[config.mk]
export PLATFORM = sky130hd
export DESIGN_NAME = piu_pchinfo_stream
export DESIGN_NICKNAME = d
export VERILOG_FILES = /design/src/rtl/piu_pchinfo_stream.sv
export SDC_FILE = /design/constraint.sdc
export NUM_CORES = 1
export LEC_CHECK = 0
export ABC_AREA = 1
export ABC_CLOCK_PERIOD_IN_PS = 2840
export BUFFER_PORTS_ARGS = -buffer_cell sky130_fd_sc_hd__buf_2
export CAP_MARGIN = 20
export CORE_ASPECT_RATIO = 2
export CORE_UTILIZATION = 40
export DETAILED_ROUTE_END_ITERATION = 12
export GPL_TIMING_DRIVEN = 0
export PLACE_DENSITY_LB_ADDON = 0.1
export SLEW_MARGIN = 10
export SYNTH_ARGS = -nofsm -noshare
export SYNTH_HDL_FRONTEND = slang
export SYNTH_SLANG_ARGS = --single-unit
[constraint.sdc]
create_clock -name clk -period 2.84 [get_ports clk]
set_input_delay 0.426 -clock clk [delete_from_list [all_inputs] [get_ports clk]]
set_output_delay 0.426 -clock clk [all_outputs]
set_load 0.01 [all_outputs]
[src/rtl/piu_pchinfo_stream.sv]
//------------------------------------------------------------------------------
// piu_pchinfo_stream : scans the static patch ROM once per start and streams
// one {index, info, select, last} record per patch through a ready/valid slot.
// Rev 1.0
//------------------------------------------------------------------------------
`default_nettype none

`ifndef NUM_PCH
`define NUM_PCH 12
`endif
`ifndef PCHADDR_BW
`define PCHADDR_BW 4
`endif
`ifndef PCHSTAT_BW
`define PCHSTAT_BW 4
`endif

module piu_pchinfo_stream #(
  parameter int NUM_PCH    = `NUM_PCH,
  parameter int PCHADDR_BW = `PCHADDR_BW,
  parameter int PCHSTAT_BW = `PCHSTAT_BW
) (
  input  logic                  clk,
  input  logic                  rst,
  input  logic                  start,
  input  logic [NUM_PCH-1:0]    sel_mask,
  output logic [PCHADDR_BW-1:0] pchidx,
  input  logic [PCHSTAT_BW-1:0] pchinfo_static,
  output logic                  busy,
  output logic                  out_valid,
  input  logic                  out_ready,
  output logic [PCHADDR_BW-1:0] out_pchidx,
  output logic [PCHSTAT_BW-1:0] out_pchinfo,
  output logic                  out_sel,
  output logic                  out_last,
  output logic                  done,
  output logic [PCHADDR_BW:0]   sel_count
);

  typedef enum logic [1:0] {
    IDLE  = 2'd0,
    SCAN  = 2'd1,
    DRAIN = 2'd2
  } state_t;

  state_t                state;
  logic [PCHADDR_BW-1:0] idx;
  logic [NUM_PCH-1:0]    mask;
  logic                  load;
  logic                  last_idx;

  // The slot refills in the same cycle it drains, so a held-high ready gives
  // one record per cycle with no bubble.
  assign load     = (state == SCAN) && (!out_valid || out_ready);
  assign last_idx = (idx == PCHADDR_BW'(NUM_PCH - 1));
  assign pchidx   = idx;
  assign busy     = (state != IDLE);

  always_ff @(posedge clk) begin
    if (rst) begin
      state       <= IDLE;
      idx         <= '0;
      mask        <= '0;
      out_valid   <= 1'b0;
      out_pchidx  <= '0;
      out_pchinfo <= '0;
      out_sel     <= 1'b0;
      out_last    <= 1'b0;
      done        <= 1'b0;
      sel_count   <= '0;
    end else begin
      done <= 1'b0;
      unique case (state)
        IDLE: begin
          if (start) begin
            mask      <= sel_mask;
            idx       <= '0;
            sel_count <= '0;
            state     <= SCAN;
          end
        end
        SCAN: begin
          if (load) begin
            out_pchidx  <= idx;
            out_pchinfo <= pchinfo_static;
            out_sel     <= mask[idx];
            out_last    <= last_idx;
            out_valid   <= 1'b1;
            sel_count   <= sel_count + (PCHADDR_BW + 1)'(mask[idx]);
            if (last_idx) begin
              state <= DRAIN;
            end else begin
              idx <= idx + PCHADDR_BW'(1);
            end
          end
        end
        DRAIN: begin
          // idx returns to 0 so the ROM address reads 0 while idle.
          if (out_valid && out_ready) begin
            out_valid <= 1'b0;
            done      <= 1'b1;
            idx       <= '0;
            state     <= IDLE;
          end
        end
        default: state <= IDLE;
      endcase
    end
  end

endmodule

`default_nettype wire

### Word level (Yosys, flattened, before mapping)

Index checks and enable logic that the tools add are counted.

* div/mod/pow operators: 0
* add/subtract/negate cells: 2
* muxes and demuxes: 19
* bitwise operators: 1
* $lt $le $gt $ge: 1
* $mul: 0
* shifts and indexed selects: 0
* equality and inequality tests: 8
* reductions and logical operators: 16

Operators with widths (count)
* 4-bit two-way mux: 4
* 4-bit case mux with 3 select lines: 1
* 5-bit two-way mux: 2
* 2-bit inequality test (second input constant): 5
* 5-bit case mux with 2 select lines: 1
* 2-bit two-way mux: 4
* 2-bit case mux with 3 select lines: 1
* 3-bit AND reduction: 2
* 2-bit nonzero test: 3
* 5-bit by 1-bit adder with 5-bit output: 1
* 4-bit by 5-bit < comparator with 1-bit output (second input constant): 1
* 5-bit AND reduction: 1
* 4-bit by 1-bit adder with 4-bit output (second input constant): 1
* 1-bit binary-select mux with 4-bit select: 1
* 4-bit == test (second input constant): 1
* 1-bit two-way mux: 4
* 2-bit AND reduction: 2
* 4-bit AND reduction: 1
* 3-bit nonzero test: 1
* 2-bit by 1-bit == test with 1-bit output (second input constant): 1
* 2-bit == test (second input constant): 1
* 1-bit logical AND: 2
* 2-bit zero test: 1
* 1-bit case mux with 2 select lines: 1
* 4 further kinds: 4

* latch bits: 0
* bits of input ports: 20
* memory bits (read-only): 0
* memories kept: 0
* flip-flop bits (word level): 35
* bits in writable memories: 0

### Logic depth before layout (Yosys ltp)

Gate-level depths: netlist (run 1).

* depth after elaboration: 5
* gate-level depth with buffers: 13
* gate-level depth less buffers: 12

### Worst setup path after synthesis (run 1)

OpenSTA, ideal clock, no wires.

* kind: register to register
* start: register idx[0], in the netlist pchidx[0]
* end: register sel_count[4]
* buffers on the path: 1
* setup slack: 1033 ps
* arrival time: 1672 ps
* required time: 2705 ps
* library setup time: 135 ps
* stages on the path, launching flop included: 13
* cell sequence: dfxtp_1 buf_2 inv_1 o21ai_0 o21ai_0 nand2_1 nand2_1 ha_1 ha_1 nand3_1 nand2_1 nand4_1 a21oi_1

* cells in the longest elaborated chain, start to end: 5

Ends and longest elaborated chain
* start: declaration: line 47 `logic [PCHADDR_BW-1:0] idx;`
* start signal: assignment: line 93 `idx <= idx + PCHADDR_BW'(1);`
* 1-bit binary-select mux with 4-bit select: line 89 `sel_count <= sel_count + (PCHADDR_BW + 1)'(mask[idx]);`
* 1-bit two-way mux (not written as such): line 89
* 5-bit by 1-bit adder with 5-bit output: line 89
* 5-bit two-way mux: line 83 `if (load) begin`
* 5-bit case mux with 2 select lines: line 73 `unique case (state)`
* end signal: assignment: line 89
* end: declaration: line 37 `output logic [PCHADDR_BW:0] sel_count`

Every way passes these cells. The select of a mux whose other input is x is not followed.
A chain may end at the register's enable or synchronous reset.

### Final worst setup path (run 1)

Same ends and word-level chain as after synthesis.

==> results of run 1 <==
how the worst max path moves through the flow:
stage,start,to,slack (ns)
floorplan,pchidx[0]$_SDFFE_PP0P_,sel_count[4]$_SDFFE_PP0P_,1.03
global placement,pchidx[0]$_SDFFE_PP0P_,sel_count[4]$_SDFFE_PP0P_,0.79
detailed placement,pchidx[0]$_SDFFE_PP0P_,sel_count[4]$_SDFFE_PP0P_,0.78
CTS,pchidx[0]$_SDFFE_PP0P_,sel_count[4]$_SDFFE_PP0P_,0.75
global route,pchidx[0]$_SDFFE_PP0P_,sel_count[4]$_SDFFE_PP0P_,0.54
finish,pchidx[0]$_SDFFE_PP0P_,sel_count[4]$_SDFFE_PP0P_,0.79
per-layer routing:
| metal | share of wire, % | routed length [um] | global-route usage (%) |
|---|---|---|---|
| met3 | 2.9 | 109 | 3.60 |
| met2 | 54 | 2060 | 36.5 |
| met5 | 0 | 0 | 0 |
| met4 | 1.9 | 72 | 8.09 |
| met1 | 41 | 1570 | 22.4 |
through the flow:
step	hold slack, ns	area, sq um	worst slack, ns	cells	util, %
final	0.366	1980	0.791	317	52.1
after global routing	0.383	1980	0.537	317	52.1
after CTS	0.364	1980	0.750	317	52.1
after detailed placement	0.448	1850	0.779	309	48.5
after global placement	0.444	1850	0.792	309	48.5
after floorplan	0.429	1580	1.03	217	-
critical path, stage by stage, from the launching register on:
cell and delay [ns]:
dfxtp_1 0.36, buf_2 0.23, inv_1 0.17, nand2_1 0.09, nand3_1 0.08, nand3_1 0.09
nand3_1 0.12, nand2_1 0.09, ha_1 0.16, ha_1 0.21, nand3_1 0.10, nand2_1 0.07
nand4_1 0.09, a21oi_1 0.13
synth_stat cells (2+ instances only):
cell      instances  area (sq um)
a21oi_1          22           110
a21oi_2           2          17.5
buf_2             3          15.0
clkbuf_1          3          11.3
dfxtp_1          35           701
ha_1              3          37.5
inv_1            21          78.8
inv_2             2          7.51
nand2_1          34           128
nand2_2           5          31.3
nand3_1          16          80.1
nand4_1           2          12.5
nor2_1           33           124
o21ai_0          23           115
xor2_1            3          26.3
flip-flops by register name (all words and copies together) (netlist names):
name,cells
done,1
mask,12
out_last,1
out_pchidx,4
out_pchinfo,4
out_sel,1
out_valid,1
pchidx,4
sel_count,5
state,2
where the power goes:
| part | switching (mW) | internal (mW) | total, mW |
|---|---|---|---|
| Sequential | 0.0153 | 0.521 | 0.537 |
| Clock | 0.193 | 0.350 | 0.544 |
| Combinational | 0.105 | 0.0637 | 0.169 |
| Total | 0.314 | 0.935 | 1.25 |
layout make-up:
type / instances / area, sq um / area share [%]
plain buffers: 8 / 46.3 / 2.34
clock buffers: 5 / 68.8 / 3.47
clock inverters: 3 / 67.6 / 3.41
inverters: 24 / 95.1 / 4.80
multi-input cells: 150 / 734 / 37.1
flip-flops and latches: 35 / 701 / 35.4
well taps: 51 / 63.8 / 3.22
repair buffers: 41 / 205 / 10.4
logic make-up after synthesis:
group,share of synthesized area [%]
AOI/OAI and AO/OA,15.7
xor gates and xnor gates,1.67
adders and majority gates,2.38
buffers and inverters,8.97
DFF,44.4
and+or+nand+nor,26.8
==> results.toml, run 1 <==
[status]
status = "complete, no violations"

[cells_and_area]
diodes = 0
layout_common_cells = "buf_2, dfxtp_1, nand2_1, nor2_1, o21ai_0"
fill_cells = 418
area_growth_pct = 25.7
final_common_cell = "buf_2"
final_layout_size_suffix_gt1_share_pct = 25.2
nets = 288

[placed_design]
routabilityCongestion = 0.781
hpwl_um = 2880
port-buffer-count = 41

[die]
die_w_um = 46.4
core_area_sq_um = 3800
start_util_pct = 41.4
die_y_um = 90.8
pin_count = 42
die-area_sq_um = 4210
rows = 32

[drt]
post-route-drc-count = 0
drt.antenna.violating_nets = 0
wl_um = 3810
via_per_inst = 4.85
dr.pass1.iters = 4
vias = 1536
dr.first_iter.drc_count = 18
wl_per_cell_um = 12.0

[yosys]
synthesis.nets = 240
synth_edf_count = 0
ys.flop_type = "dfxtp_1"
ys_warn_count = 0
synthCells = 217
yosysUniqueCellTypes = 25
synth_seq_cells = 35
syn_area_per_cell_sq_um = 7.27
synthesis.area_sq_um = 1580
synth_seq_area_share_pct = 44.4
synth-async-reset-ratio_pct = 0

[flow_run]
cap_violations = 0

[hold_path]
whs_path_depth = 2
hold_class = "in -> reg"
min_to = "state[0]$_SDFFE_PP0P_"
min_from = "rst"

[timing]
max_freq_mhz = 488
finalHoldViolations = 0
clock_skew_ns = 0.0106
slew_viol_final = 0
relSlewSlack_pct = 65.7
rsz0062_at_grt = "false"
min_period_over_period_pct = 72.1
finalCriticalPeriod_ns = 2.05
worst_pin_slew_ns = 0.515
tns_ns = 0
setup_viol = 0

[worst_setup_path]
r2r_end = "sel_count[4]$_SDFFE_PP0P_"
start_kind = "flip-flop"
crit_required_ns = 3.06
crit_type = "reg -> reg"
r2r-start = "pchidx[0]$_SDFFE_PP0P_"
rrSetupSlack_ns = 0.79
end_kind = "flip-flop"
reg2reg_depth = 13
worst_ep_arrival_time_ns = 2.27
crit_fanout = 10

[global_routing]
grt_max_degree = 13
grt_pass1_vias = 1436
grt-ovfl-total = 0
grt_pass1_wl_um = 6420
antenna_found_initial = 0
grt_usage_pct = 20.7

[clocking]
clock_path_buffers = 2
numCtsBuffers = 5
clkTransAtPathRegs_ns = 0.07
ctsHoldBuffers = 0
cts_tree = "built"
htree_levels = 2
cts.sinks = 35
clk_latency_ns = 0.29
ctsResizeCount = 0
post_cts_buffers = 0
cts_root_buf = "clkbuf_8"

[power]
power_leakage_nw = 0.957
p_per_area_nw_per_um2 = 630
ir_worst_vdd_v = 0.000468
fin_total_pwr_mw = 1.25
Note: power is estimated with default switching activity, not from simulation.
==> run 2, diff against run 1 <==
Settings changed: ABC_CLOCK_PERIOD_IN_PS 2840 to 1700.
Clock period 2.84 ns to 1.7 ns, I/O delays scaled along.
==> results.toml, run 2 (synthesis results as in run 1) <==
[status]
status = "finished, violations left"
violations = "negative setup slack"

[power]
p_clk_share_pct = 42.3
sw_frac_of_total_pct = 25.3
seq_power_share_pct = 42.0
combPwrFrac_pct = 15.7
ir_worst_vdd_v = 0.000785
p_per_area_nw_per_um2 = 986
power.switching_uw = 541
internal-power_mw = 1.60
fin_total_pwr_mw = 2.14
power_leakage_nw = 1.02

[drt]
dr.pass1.iters = 4
post-route-drc-count = 0
drt.antenna.violating_nets = 0
dr.first_iter.drc_count = 45
vias = 1611
wl_um = 4050
via_per_inst = 4.88
wl_per_cell_um = 12.3

[die]
start_util_pct = 41.4
rows = 32
die_y_um = 90.8
pin_count = 42
die_w_um = 46.4
die-area_sq_um = 4210
core_area_sq_um = 3800

[clocking]
clock_path_buffers = 2
cts.sinks = 35
htree_levels = 2
cts_tree = "built"
clkTransAtPathRegs_ns = 0.07
cts_root_buf = "clkbuf_8"
numCtsBuffers = 5
clk_latency_ns = 0.29
ctsHoldBuffers = 0

[global_routing]
grt_pass1_wl_um = 6720
top_usage_layer = "met2"
gr-usage-met3_pct = 4.20
antenna_found_initial = 0
grt_use_met1_pct = 22.8
grt_max_degree = 13
grt_usage_pct = 21.7
grt_pass1_vias = 1572
grt-ovfl-total = 0
met2_usage_pct = 38.1

[worst_setup_path]
crit_start = "pchidx[0]$_SDFFE_PP0P_"
worst_ep_arrival_time_ns = 1.95
crit_type = "reg -> reg"
r2r-start = "pchidx[0]$_SDFFE_PP0P_"
start_kind = "flip-flop"
crit_required_ns = 1.86
end_kind = "flip-flop"
crit_fanout = 7

[cells_and_area]
layout_common_cells = "buf_2, dfxtp_1, nand2_1, nor2_1, a21oi_1"
largest_reg_flops = 12
max_flop_register = "mask"
diodes = 0
final_layout_size_suffix_gt1_share_pct = 33.0
fin_area_sq_um = 2170
area_growth_pct = 37.8
fin_cells = 330
nets = 301
reg_top3 = "mask: 12 flops, sel_count: 5 flops"
final_common_cell = "buf_2"

[timing]
min_period_over_period_pct = 106
finalHoldViolations = 0
clock_skew_ns = 0.00870
max_freq_mhz = 556
slew_viol_final = 0
worst_pin_slew_ns = 0.491
fin_ws_ns = -0.0975
setup_viol = 5
tns_ns = -0.316
relSlewSlack_pct = 67.3
finalCriticalPeriod_ns = 1.80
rsz0062_at_grt = "true"

[placed_design]
dpl.cell_count = 309
port-buffer-count = 41
routabilityCongestion = 0.811
pre_cts_ws_ns = -0.259
hpwl_um = 2880
place_area_sq_um = 1850

[hold_path]
min_from = "rst"
hold_class = "in -> reg"

[flow_run]
cap_violations = 0
==> run 2: changes by cell type in the layout (fill, tap and decap cells not counted), sizes merged <==
cell      previous run  this run
buf                 45        58
clkinvlp             1         2
inv                 24        23
==> run 2: what timing repair did <==
action	CTS	global route
cloned	0	0
buffers inserted	12	1
resized for setup	16	2
pin swaps	4	2
setup endpoints to repair	4	5
==> run 2: layout make-up <==
cell class	instances	area (sq um)
plain buffers	8	55.1
inverters	24	98.8
well taps	51	63.8
repair buffers	54	319
fillers	373	1630
flip-flops and latches	35	702
multi-input cells	150	797
clock buffers	5	68.8
clock inverters	3	67.6
==> run 2: per-stage QoR <==
step                      util (%)  hold slack [ns]
after detailed placement      48.7            0.447
after CTS                     56.7            0.180
after global routing          57.1            0.192
final                         57.1            0.189
after global placement        48.7            0.443
after floorplan                  -            0.324
==> run 2: routing by layer <==
| layer | part of all wire [%] | up-vias | routed length [um] |
|---|---|---|---|
| li1 | - | 817 | - |
| met1 | 39 | 741 | 1580 |
| met2 | 55 | 47 | 2240 |
| met3 | 4.1 | 6 | 167 |
| met4 | 1.6 | 0 | 65 |
| met5 | 0 | - | 0 |
==> run 2: power by group through the flow <==
stage | Sequential [mW] | Clock [mW] | Combinational, mW
2_1_floorplan | 0.926 | 0 | 0.179
3_3_place_gp | 0.917 | 0 | 0.285
3_5_place_dp | 0.918 | 0 | 0.289
4_1_cts | 0.899 | 0.924 | 0.334
5_1_grt | 0.907 | 0.953 | 0.377
6_report | 0.900 | 0.905 | 0.336
==> run 2: worst max-delay path, stage by stage, from the launching register on <==
cell and delay, ns:
dfxtp_2 0.34, buf_6 0.12, clkinvlp_4 0.15, buf_6 0.15
nor2_4 0.06, o21ai_1 0.08, nand2_1 0.09, nand2_2 0.07
ha_4 0.17, ha_4 0.17, nand3_1 0.08, nand2_1 0.05
nand4_1 0.07, a21oi_1 0.06
==> run 2: path summary, 6_finish.rpt <==
path / slack (ns) / to / cells past startpoint
hold / removal: 0.19 / out_last$_SDFFE_PP0P_ / 2
setup / recovery: -0.1 / sel_count[4]$_SDFFE_PP0P_ / 13
setup reg to reg: -0.1 / sel_count[4]$_SDFFE_PP0P_ / 13
hold reg to reg: 0.46 / mask[7]$_SDFFE_PP0P_ / 2
==> run 3, diff against run 2 <==
Settings changed: ABC_AREA 1 to unset.
==> results.toml, run 3 <==
[status]
status = "finished, violations left"
violations = "negative setup slack"

[clocking]
ctsHoldBuffers = 0
htree_levels = 2
cts_tree = "built"
clkTransAtPathRegs_ns = 0.07
clk_latency_ns = 0.29
cts_root_buf = "clkbuf_8"
numCtsBuffers = 5
clock_path_buffers = 2
cts.sinks = 35

[drt]
dr.pass1.iters = 4
dr.first_iter.drc_count = 16
wl_um = 3550
post-route-drc-count = 0
vias = 1394
wl_per_cell_um = 12.5
drt.antenna.violating_nets = 0
via_per_inst = 4.93

[worst_setup_path]
rrSetupSlack_ns = -0.27
crit_chain = "buf_6 -> mux4_2 -> o21ai_2 -> nand2_2 -> ha_4 -> ha_4 -> nand3_2 -> a21oi_1 -> a211oi_1"
cp.depth = 9
r2r-start = "pchidx[0]$_SDFFE_PP0P_"
max_stage_delay_ns = 0.51
reg2reg_depth = 9
end_kind = "flip-flop"
start_kind = "flip-flop"
cp_slowest_cell = "mux4_2"
critPathBufInv = 1
crit_family = "multiplexers"
crit_fanout = 5
crit_type = "reg -> reg"
r2r_end = "sel_count[4]$_SDFFE_PP0P_"
timing.critical_path.mode_cell = "ha_4"
crit_required_ns = 1.90
worst_ep_arrival_time_ns = 2.17

[power]
ir_worst_vdd_v = 0.000688
power_leakage_nw = 0.820
fin_total_pwr_mw = 1.86
p_per_area_nw_per_um2 = 953

[global_routing]
grt_max_degree = 12
grt_pass1_wl_um = 5810
grt_pass1_vias = 1338
grt_usage_pct = 20.1
antenna_found_initial = 0
grt-ovfl-total = 0

[die]
rows = 31
die-area_sq_um = 4000
die_y_um = 88.4
core_area_sq_um = 3610
start_util_pct = 41.4
die_w_um = 45.2
pin_count = 42

[cells_and_area]
max_flop_register = "mask"
fin_area_sq_um = 1950
fill_cells = 373
fin_cells = 283
final_common_cell = "nand2_1"
layout_common_cells = "nand2_1, buf_2, dfxtp_1, a21oi_1, nor2_1"
diodes = 0
fin_util_pct = 54.2
largest_reg_flops = 12
area_growth_pct = 30.8
final_layout_size_suffix_gt1_share_pct = 30.8
nets = 256
reg_top3 = "mask: 12 flops, sel_count: 5 flops"

[placed_design]
hpwl_um = 2580
port-buffer-count = 40
place_area_sq_um = 1780
routabilityCongestion = 0.815
dpl.cell_count = 272

[yosys]
synthesis.nets = 206
yosysUniqueCellTypes = 35
synth_seq_cells = 35
yosys.cell_count.top_type = "nand2_1"
ys.flop_type = "dfxtp_1"
synthesis.area_sq_um = 1490
ys_top_cells_by_count = "nand2_1, dfxtp_1, a21oi_1, nor2_1, clkbuf_1"
syn_area_per_cell_sq_um = 8.16
synth-async-reset-ratio_pct = 0
synth_seq_area_share_pct = 46.9
synth_top_area_cell = "dfxtp_1"
synth_area_leaders = "dfxtp_1, nand2_1, a21oi_1, nor2_1, mux4_2"
synth_edf_count = 0
synthCells = 183
netlist.area_leader.share_pct = 46.9
ys_warn_count = 0

[timing]
slew_viol_final = 0
rsz0062_at_grt = "true"
max_freq_mhz = 508
finalCriticalPeriod_ns = 1.97
relSlewSlack_pct = 66.6
min_period_over_period_pct = 116
tns_ns = -1.01
fin_ws_ns = -0.267
clock_skew_ns = 0.00671
finalHoldViolations = 0
setup_viol = 5
worst_pin_slew_ns = 0.501

[hold_path]
hold_class = "in -> reg"
whs_path_depth = 3
min_to = "mask[5]$_SDFFE_PP0P_"
min_from = "sel_mask[5]"

[flow_run]
cap_violations = 0
run 3: cell types whose count changed after synthesis, sizes merged, moves of 4 or more:
cell and delta:
nor2b +4, o21ai -20, inv -20, nand3 -14, a21oi +6, nor2 -22, nand2 +9
run 3: power breakdown:
part	internal [mW]	switching [mW]
clock	0.474	0.303
sequential	0.851	0.0208
combinational	0.0939	0.118
total	1.42	0.442
run 3: cell type report:
type	instances	area [sq um]	share of cell area (%)
plain buffers	11	61.3	3.14
multi-input cells	133	772	39.5
clock buffers	6	82.6	4.23
repair buffers	43	223	11.4
inverters	4	15.0	0.768
flip-flops and latches	35	704	36.0
well taps	49	61.3	3.14
clock inverters	2	35.0	1.79
run 3: metrics by stage:
stage | setup WS [ns] | hold slack, ns
global route | -0.375 | 0.211
CTS | -0.264 | 0.201
detailed placement | -0.325 | 0.444
floorplan | -0.217 | 0.391
finish | -0.267 | 0.206
global placement | -0.305 | 0.440
run 3: cell families (layout without fill, tap and decap cells):
kind of cell               count (synthesis)  in the layout  synth area share (%)
xor gates and xnor gates                   2              2                  1.17
adders and majority gates                  3              3                  2.51
muxes                                      4              4                  4.35
AOI/OAI and AO/OA                         41             41                  15.3
buffers and inverters                     15             66                  4.61
DFF                                       35             35                  46.9
and+or+nand+nor                           83             83                  25.1
run 3: how the worst max path moves through the flow:
stage                                start                         to  slack (ns)
global route        pchidx[0]$_SDFFE_PP0P_  sel_count[4]$_SDFFE_PP0P_       -0.38
global placement    pchidx[0]$_SDFFE_PP0P_  sel_count[1]$_SDFFE_PP0P_       -0.30
floorplan           pchidx[0]$_SDFFE_PP0P_  sel_count[1]$_SDFFE_PP0P_       -0.22
finish              pchidx[0]$_SDFFE_PP0P_  sel_count[4]$_SDFFE_PP0P_       -0.27
detailed placement  pchidx[0]$_SDFFE_PP0P_  sel_count[1]$_SDFFE_PP0P_       -0.32
CTS                 pchidx[0]$_SDFFE_PP0P_  sel_count[4]$_SDFFE_PP0P_       -0.26
run 3: per-layer routing:
metal | GRT usage (%) | vias to the layer above | share of wire (%)
li1 | - | 713 | -
met4 | 9.92 | 0 | 2.5
met3 | 3.88 | 7 | 2.8
met2 | 35.4 | 31 | 55
met1 | 21.8 | 643 | 39
met5 | 0 | - | 0
run 3: worst reg2reg max path, delay by kind of cell (launching register included):
kind	cells	cell delay (ns)
AO/OA/AOI/OAI	3	0.40
adder cells (fa/ha/maj)	2	0.34
buffers and inverters	1	0.13
flip-flops	1	0.34
multiplexers	1	0.51
AND/OR/NAND/NOR	2	0.17
run 3: timing repair:
item / in CTS / in global routing
endpoints found under the setup margin: 6 / 9
setup buffers: 3 / 0
pin swaps: 5 / 3
resized for setup: 5 / 4
endpoints found under the hold margin: 0 / 0
